`config.mk`:
```
export PLATFORM = sky130hd
export DESIGN_NAME = prog_sequencer
export DESIGN_NICKNAME = d
export VERILOG_FILES = /design/src/rtl/prog_sequencer.sv
export SDC_FILE = /design/constraint.sdc
export NUM_CORES = 1
export LEC_CHECK = 0
export CORE_UTILIZATION = 46
export DETAILED_ROUTE_END_ITERATION = 10
export GPL_TIMING_DRIVEN = 0
export MAX_ROUTING_LAYER = met4
export PLACE_DENSITY = 0.76
export SLEW_MARGIN = 40
export SYNTH_ARGS = -nofsm -noshare
export SYNTH_HDL_FRONTEND = slang
export SYNTH_SLANG_ARGS = --single-unit
export TNS_END_PERCENT = 10
```
`constraint.sdc`:
```
create_clock -name clk -period 2.05 [get_ports clk]
set_clock_uncertainty 0.05 [all_clocks]
set_input_delay 0.615 -clock clk [delete_from_list [all_inputs] [get_ports clk]]
set_output_delay 0.615 -clock clk [all_outputs]
set_load 0.01 [all_outputs]
```
`src/rtl/prog_sequencer.sv`:
```
// Batch run controller for the 9-bit-instruction core: init hold, per-program req/ack, cycle timing, watchdog.
// Optional `SEQ_PERF_LOG_EN adds a saturating batch cycle accumulator on total_cycles.
module prog_sequencer #(
    parameter int NUM_PROGS   = 3,
    parameter int PIDX_W      = 2,
    parameter int CYC_W       = 16,
    parameter int TIMEOUT     = 4000,
    parameter int INIT_CYCLES = 2
) (
    input  logic                clk,
    input  logic                init_n,
    input  logic                start,
    output logic                busy,
    output logic                done,
    output logic                core_init,
    output logic                core_req,
    input  logic                core_ack,
    output logic [PIDX_W-1:0]   prog_idx,
    output logic [CYC_W-1:0]    cycle_count,
    output logic                cycle_valid,
    output logic                timeout_err,
    output logic [CYC_W+3:0]    total_cycles
);

    localparam int ICNT_W = $clog2(INIT_CYCLES) + 1;
    localparam logic [CYC_W-1:0]  TIMEOUT_C   = CYC_W'(TIMEOUT);
    localparam logic [ICNT_W-1:0] INIT_LAST   = ICNT_W'(INIT_CYCLES - 1);
    localparam logic [PIDX_W-1:0] LAST_PROG   = PIDX_W'(NUM_PROGS - 1);

    typedef enum logic [2:0] {
        S_IDLE, S_INIT, S_REQ, S_ARM, S_RUN, S_REPORT, S_FIN
    } state_t;

    state_t             state, nxt;
    logic [ICNT_W-1:0]  init_cnt;
    logic [CYC_W-1:0]   cnt;

    function automatic logic [CYC_W-1:0] sat_inc(input logic [CYC_W-1:0] v);
        return (v == {CYC_W{1'b1}}) ? v : v + 1'b1;
    endfunction

    // Every status output is a pure decode of the state register.
    assign busy        = (state != S_IDLE);
    assign core_init   = (state == S_INIT);
    assign core_req    = (state == S_REQ);
    assign cycle_valid = (state == S_REPORT);
    assign done        = (state == S_FIN);

    always_ff @(posedge clk or negedge init_n) begin
        if (!init_n) state <= S_IDLE;
        else         state <= nxt;
    end

    always_comb begin
        nxt = state;
        case (state)
            S_IDLE:   if (start) nxt = S_INIT;
            S_INIT:   if (init_cnt == INIT_LAST) nxt = S_REQ;
            S_REQ:    nxt = S_ARM;
            S_ARM:    nxt = S_RUN;
            S_RUN: begin
                if (core_ack)               nxt = S_REPORT;
                else if (cnt == TIMEOUT_C)  nxt = S_FIN;
            end
            S_REPORT: nxt = (prog_idx == LAST_PROG) ? S_FIN : S_REQ;
            S_FIN:    nxt = S_IDLE;
            default:  nxt = S_IDLE;
        endcase
    end

    always_ff @(posedge clk or negedge init_n) begin
        if (!init_n) begin
            init_cnt    <= '0;
            cnt         <= '0;
            prog_idx    <= '0;
            cycle_count <= '0;
            timeout_err <= 1'b0;
        end else begin
            case (state)
                S_IDLE: begin
                    if (start) begin
                        init_cnt    <= '0;
                        prog_idx    <= '0;
                        timeout_err <= 1'b0;
                    end
                end
                S_INIT: init_cnt <= init_cnt + 1'b1;
                S_REQ:  cnt <= '0;
                // Ack seen here is the previous program's halt, so it is not sampled.
                S_ARM:  cnt <= sat_inc(cnt);
                S_RUN: begin
                    if (core_ack)              cycle_count <= cnt;
                    else if (cnt == TIMEOUT_C) timeout_err <= 1'b1;
                    else                       cnt <= sat_inc(cnt);
                end
                S_REPORT: if (prog_idx != LAST_PROG) prog_idx <= prog_idx + 1'b1;
                default: ;
            endcase
        end
    end

`ifdef SEQ_PERF_LOG_EN
    logic [CYC_W+3:0] total_q;

    function automatic logic [CYC_W+3:0] sat_acc(input logic [CYC_W+3:0] acc,
                                                 input logic [CYC_W-1:0] add);
        logic [CYC_W+4:0] sum;
        sum = {1'b0, acc} + {5'b0, add};
        return sum[CYC_W+4] ? {(CYC_W+4){1'b1}} : sum[CYC_W+3:0];
    endfunction

    always_ff @(posedge clk or negedge init_n) begin
        if (!init_n)                         total_q <= '0;
        else if (state == S_IDLE && start)   total_q <= '0;
        else if (state == S_REPORT)          total_q <= sat_acc(total_q, cycle_count);
    end

    assign total_cycles = total_q;
`else
    assign total_cycles = '0;
`endif

endmodule

```
Yosys cells after proc, flatten, opt, wreduce, memory -nomap -nowiden
Cells that the tools add are included.
{"block": "op_classes", "n_addsub": 3, "eq_ne": 18, "muxes": 18, "reduce_logical": 12}
{"cell": "16-bit 2-to-1 mux", "n": 3}
{"cell": "16-bit case mux with 3 select lines", "n": 1}
{"cell": "3-bit case mux with 6 select lines", "n": 1}
{"cell": "16-bit by 1-bit adder with 16-bit output (second input constant)", "n": 1}
{"cell": "16-bit by 12-bit equality test with 1-bit output (second input constant)", "n": 1}
{"cell": "16-bit equality test (second input constant)", "n": 1}
{"cell": "3-bit 2-to-1 mux", "n": 5}
{"cell": "2-bit inequality test (second input constant)", "n": 5}
{"cell": "3-bit equality test (second input constant)", "n": 3}
{"cell": "3-bit AND reduction", "n": 3}
{"cell": "2-bit case mux with 2 select lines", "n": 2}
{"cell": "3-bit by 2-bit equality test with 1-bit output (second input constant)", "n": 2}
{"cell": "2-bit nonzero test", "n": 3}
{"cell": "3-bit nonzero test", "n": 2}
{"cell": "2-bit by 1-bit adder with 2-bit output (second input constant)", "n": 2}
{"cell": "2-bit 2-to-1 mux", "n": 2}
{"cell": "2-bit by 1-bit inequality test with 1-bit output (second input constant)", "n": 2}
{"cell": "2-bit AND reduction", "n": 2}
{"cell": "4-bit AND reduction", "n": 1}
{"cell": "3-bit by 1-bit equality test with 1-bit output (second input constant)", "n": 1}
{"cell": "3-bit zero test", "n": 1}
{"cell": "1-bit 2-to-1 mux", "n": 3}
{"cell": "3-bit inequality test (second input constant)", "n": 1}
{"cell": "2-bit by 1-bit equality test with 1-bit output (second input constant)", "n": 1}
{"cell": "other kinds (2)", "n": 2}
{"block": "totals", "ff_bits": 40, "input_bits": 4, "output_inout_bits": 44, "wordCells": 57}

Longest topological paths before layout
{"block": "depth", "ltp_word": 5, "ltp_mapped": 8, "depth_no_buf": 7}

Least setup slack after synthesis
OpenSTA, ideal clock, no wires.
{"block": "synth_timing", "kind": "register to register", "start": "register cnt[2]", "end": "register cnt[14]", "setup_ps": 128, "t_arrival_ps": 2013, "required_time_ps": 1872, "setup_slack_ps": -141, "stages_incl_launch_ff": 8, "n_path_buf": 2, "synth_period_minus_slack_ps": 2191, "path_cell_list": "dfrtp_1 > buf_6 > or4_1 > or4_4 > a21boi_2 > buf_6 > or2_2 > o31ai_1"}
{"block": "synth_via", "elab_chain_cells": 5, "elab_cells_between_ends": 9, "cone_classes": "add/sub: 1; eq/ne: 3; mux: 4; reduce/logical: 1"}
{"item": "start: declaration", "line": "36", "source": "logic [CYC_W-1:0] cnt;"}
{"item": "start signal: assignment", "line": "90", "source": "S_ARM: cnt <= sat_inc(cnt);"}
{"item": "start signal: assignment", "line": "94", "source": "else cnt <= sat_inc(cnt);"}
{"item": "16-bit by 1-bit adder with 16-bit output / 16-bit equality test (equally long branches)", "line": "39", "source": "return (v == {CYC_W{1'b1}}) ? v : v + 1'b1;"}
{"item": "16-bit 2-to-1 mux", "line": "39"}
{"item": "16-bit 2-to-1 mux", "line": "93", "source": "else if (cnt == TIMEOUT_C) timeout_err <= 1'b1;"}
{"item": "16-bit 2-to-1 mux", "line": "92", "source": "if (core_ack) cycle_count <= cnt;"}
{"item": "16-bit case mux with 3 select lines", "line": "79", "source": "case (state)"}
Parallel ways exist; a longest one is shown, timed or not. The select of a mux whose other input is x is not followed.
A chain may end at the register's enable or synchronous reset.

Worst setup path after layout
Same ends and word-level chain as after synthesis.

==> out/results.tsv <==
metric	value	unit
Worst Setup Start Kind	flop	
Tot GR Track Use	21.8	%
CTS tree	done	
total die area	5220	µm²
Syn Area/Cell	9.78	µm²
Final Net Count	310	
top_reg_cell synth	dfrtp_1	
Skew-Pair Late Insertion Delay	0.29	ns
Synth cell types	45	
Worst Slack Setup Final	-0.256	ns
core area	4720	µm²
Synth async-reset ratio	100	%
clock buffer depth	2	
num ports	48	
GP Congestion	0.920	
clock sink count	40	
Hold WC Path Type	in -> async	
DP Area	2700	µm²
setup violators final	19	
sequential power share	33.0	%
Clock power frac	16.9	%
Hold Buf Count CTS	0	
GRT Residual Overflow	0	
worst rel slew slack	54.8	%
Die Span X	72.2	µm
Worst path most repeated cell	buf_6	
status	finished with violations	
clock buffer count from CTS	5	
fin area	3070	µm²
global-route wire length before repair	8500	µm
Std-Cell Rows	25	
initial core utilization	48.0	%
slowest CP cell	or4_4	
largest net degree at the start of global routing	41	
storage element area	1010	µm²
synth warn	0	
Power Internal	0.00205	W
pwr/cell area	1030	nW/µm²
Residual DRC	0	
unrepaired setup endpoints after global routing	yes	
Post-DRT Antenna Nets	0	
routed wire length	5250	µm
Slew Limit Fails	0	
Final min period	2.31	ns
Least-Margin Pin Slew	0.672	ns
Fill cells	382	
combinational power share	50.1	%
Post-synth EDFFs	0	
Final Hold Slack	0.242	ns
sequential share of the synthesized area	44.1	%
Core Util, Final	65.0	%
flip-flop and latch count after synthesis	40	
Area Growth Syn to Fin	35.4	%
synthesized instance count	232	
CP max FO	7	
vias	1964	
Max VDD drop	627	µV
HPWL Detailed	3160	µm
vias per cell	5.31	
Peak Freq	434	MHz
Setup CP Type	reg -> reg	
synthesized area	2270	µm²
initial DRC count	136	
period utilisation layout	112	%
sw frac	35.3	%
max-cap violations	0	
crit path cell chain	buf_6 -> or4_1 -> or4_4 -> a21boi_4 -> buf_6 -> or2_4 -> o31ai_1	
violated checks	negative setup slack	
Psw	0.00112	W
WP data arrival	2.43	ns
initial antenna violation count	0	
vias in the first global route	1761	
Port Buffers	27	
CP endpoint kind	flop	
n_diodes	0	
clock-pin slew of the registers on the worst-case setup and hold paths	0.07	ns
fraction of layout cells with a size suffix above 1	37.0	%
leak pwr	1.41	nW
Final Hold Viols	0	
Crit path largest cell delay	0.62	ns
required time of the critical path	2.17	ns
Die Span Y	72.2	µm
H-tree levels	2	
Initial DRT Pass Iterations	5	
Clock Tree Root	clkbuf_8	
Avg WL per Cell	14.2	µm
multi-input logic area	1170	µm²
power groups by stage:
stage / sequential (W) / combinational, W / clock [W]
floorplan: 0.00109 / 0.000701 / 0
global placement: 0.00107 / 0.00112 / 0
detailed placement: 0.00107 / 0.00115 / 0
CTS: 0.00104 / 0.00147 / 0.000544
global route: 0.00106 / 0.00171 / 0.000581
finish: 0.00105 / 0.00159 / 0.000535
logic make-up after synthesis:
family | Yosys count | synth area share, %
flip-flops | 40 | 44.1
multiplexers | 16 | 7.94
AND/OR/NAND/NOR | 72 | 17.8
AO/OA/AOI/OAI | 56 | 16.4
adder cells (fa/ha/maj) | 4 | 2.21
buffers and inverters | 43 | 11.4
other | 1 | 0.165
flip-flops by register name, summed over array words and instances, names as in the netlist:
name,flops
init_cnt,2
state,3
prog_idx,2
cycle_count,16
timeout_err,1
cnt,16
cells in the final DEF (no fill, tap or decap), types with 2 or more instances in the layout:
| master | netlist | routed |
|---|---|---|
| a21oi_1 | 14 | 13 |
| a41oi_1 | 3 | 3 |
| buf_4 | 21 | 40 |
| buf_6 | 2 | 4 |
| buf_8 | 0 | 2 |
| clkbuf_1 | 8 | 2 |
| clkbuf_2 | 0 | 3 |
| clkbuf_4 | 0 | 2 |
| clkbuf_8 | 0 | 8 |
| clkdlybuf4s50_1 | 0 | 20 |
| conb_1 | 1 | 20 |
| dfrtp_1 | 40 | 36 |
| dfrtp_2 | 0 | 4 |
| ha_1 | 4 | 2 |
| inv_1 | 10 | 7 |
| inv_2 | 0 | 3 |
| mux2_2 | 16 | 16 |
| nand2_1 | 13 | 13 |
| nand2b_1 | 3 | 3 |
| nand3_1 | 9 | 9 |
| nand4_1 | 7 | 7 |
| nor2_1 | 14 | 14 |
| nor2b_1 | 2 | 2 |
| nor4_1 | 2 | 2 |
| o21ai_0 | 12 | 11 |
| o21ai_1 | 4 | 3 |
| o21ai_2 | 2 | 4 |
| o31ai_1 | 7 | 6 |
| or2_2 | 5 | 4 |
| or3_1 | 5 | 5 |
| or3b_2 | 4 | 2 |
| or3b_4 | 0 | 2 |
| or4_4 | 1 | 2 |
cell usage after synthesis (3+ instances only):
cell type	instances	area share, %
dfrtp_1	40	44
buf_4	21	6.9
mux2_2	16	7.9
a21oi_1	14	3.1
nor2_1	14	2.3
nand2_1	13	2.2
o21ai_0	12	2.6
inv_1	10	1.7
nand3_1	9	2.0
clkbuf_1	8	1.3
nand4_1	7	1.9
o31ai_1	7	2.3
or2_2	5	1.4
or3_1	5	1.4
ha_1	4	2.2
o21ai_1	4	0.88
or3b_2	4	1.5
a41oi_1	3	1.2
nand2b_1	3	0.83
worst max-delay path, delay by kind of cell (launching register included):
| family | cells | cell delay (ns) |
|---|---|---|
| AOI/OAI and AO/OA | 2 | 0.23 |
| buffers and inverters | 2 | 0.29 |
| DFF | 1 | 0.39 |
| and+or+nand+nor | 3 | 1.22 |
worst paths after layout:
path                                        end  depth (start not counted)            start  slack [ns]
worst max-delay path                    cnt[14]                          7           cnt[2]       -0.26
worst min-delay path                prog_idx[0]                          1           init_n        0.24
worst max register to register          cnt[14]                          7           cnt[2]       -0.26
worst min register to register  cycle_count[11]                          1  cycle_count[11]        0.46
max in group asynchronous              state[0]                          1           init_n        1.32
min in group clk                cycle_count[11]                          1  cycle_count[11]        0.46
repair_timing:
item,4_1_cts,5_1_grt
buffers inserted,16,2
cloned,1,1
hold endpoints to repair,0,0
gates resized for setup,43,21
setup endpoints to repair,39,34
pin swaps,8,8
final cells by class:
cell class / instances / area share (%)
Clock buffer: 8 / 2.93
Multi-Input combinational cell: 168 / 38.2
Inverter: 10 / 1.22
Tap cell: 67 / 2.73
Timing Repair Buffer: 47 / 13.6
Buffer: 30 / 8.52
Sequential cell: 40 / 32.8
per-layer routing:
metal,GRT usage [%],wire [µm]
met2,33.0,2540
met1,29.1,2290
met5,-,0
met3,3.75,283
met4,8.93,133
metrics by stage:
step                worst slack, ns  total power [W]  std cells  setup TNS, ns
floorplan                    -0.127          0.00179        251          -1.91
global placement              -1.19          0.00219        345         -47.99
detailed placement           -0.834          0.00222        345         -16.23
CTS                          -0.200          0.00306        368          -2.72
global route                 -0.301          0.00335        370          -4.65
finish                       -0.256          0.00317        370          -3.71
No activity file was read; power rests on OpenSTA's default activity.
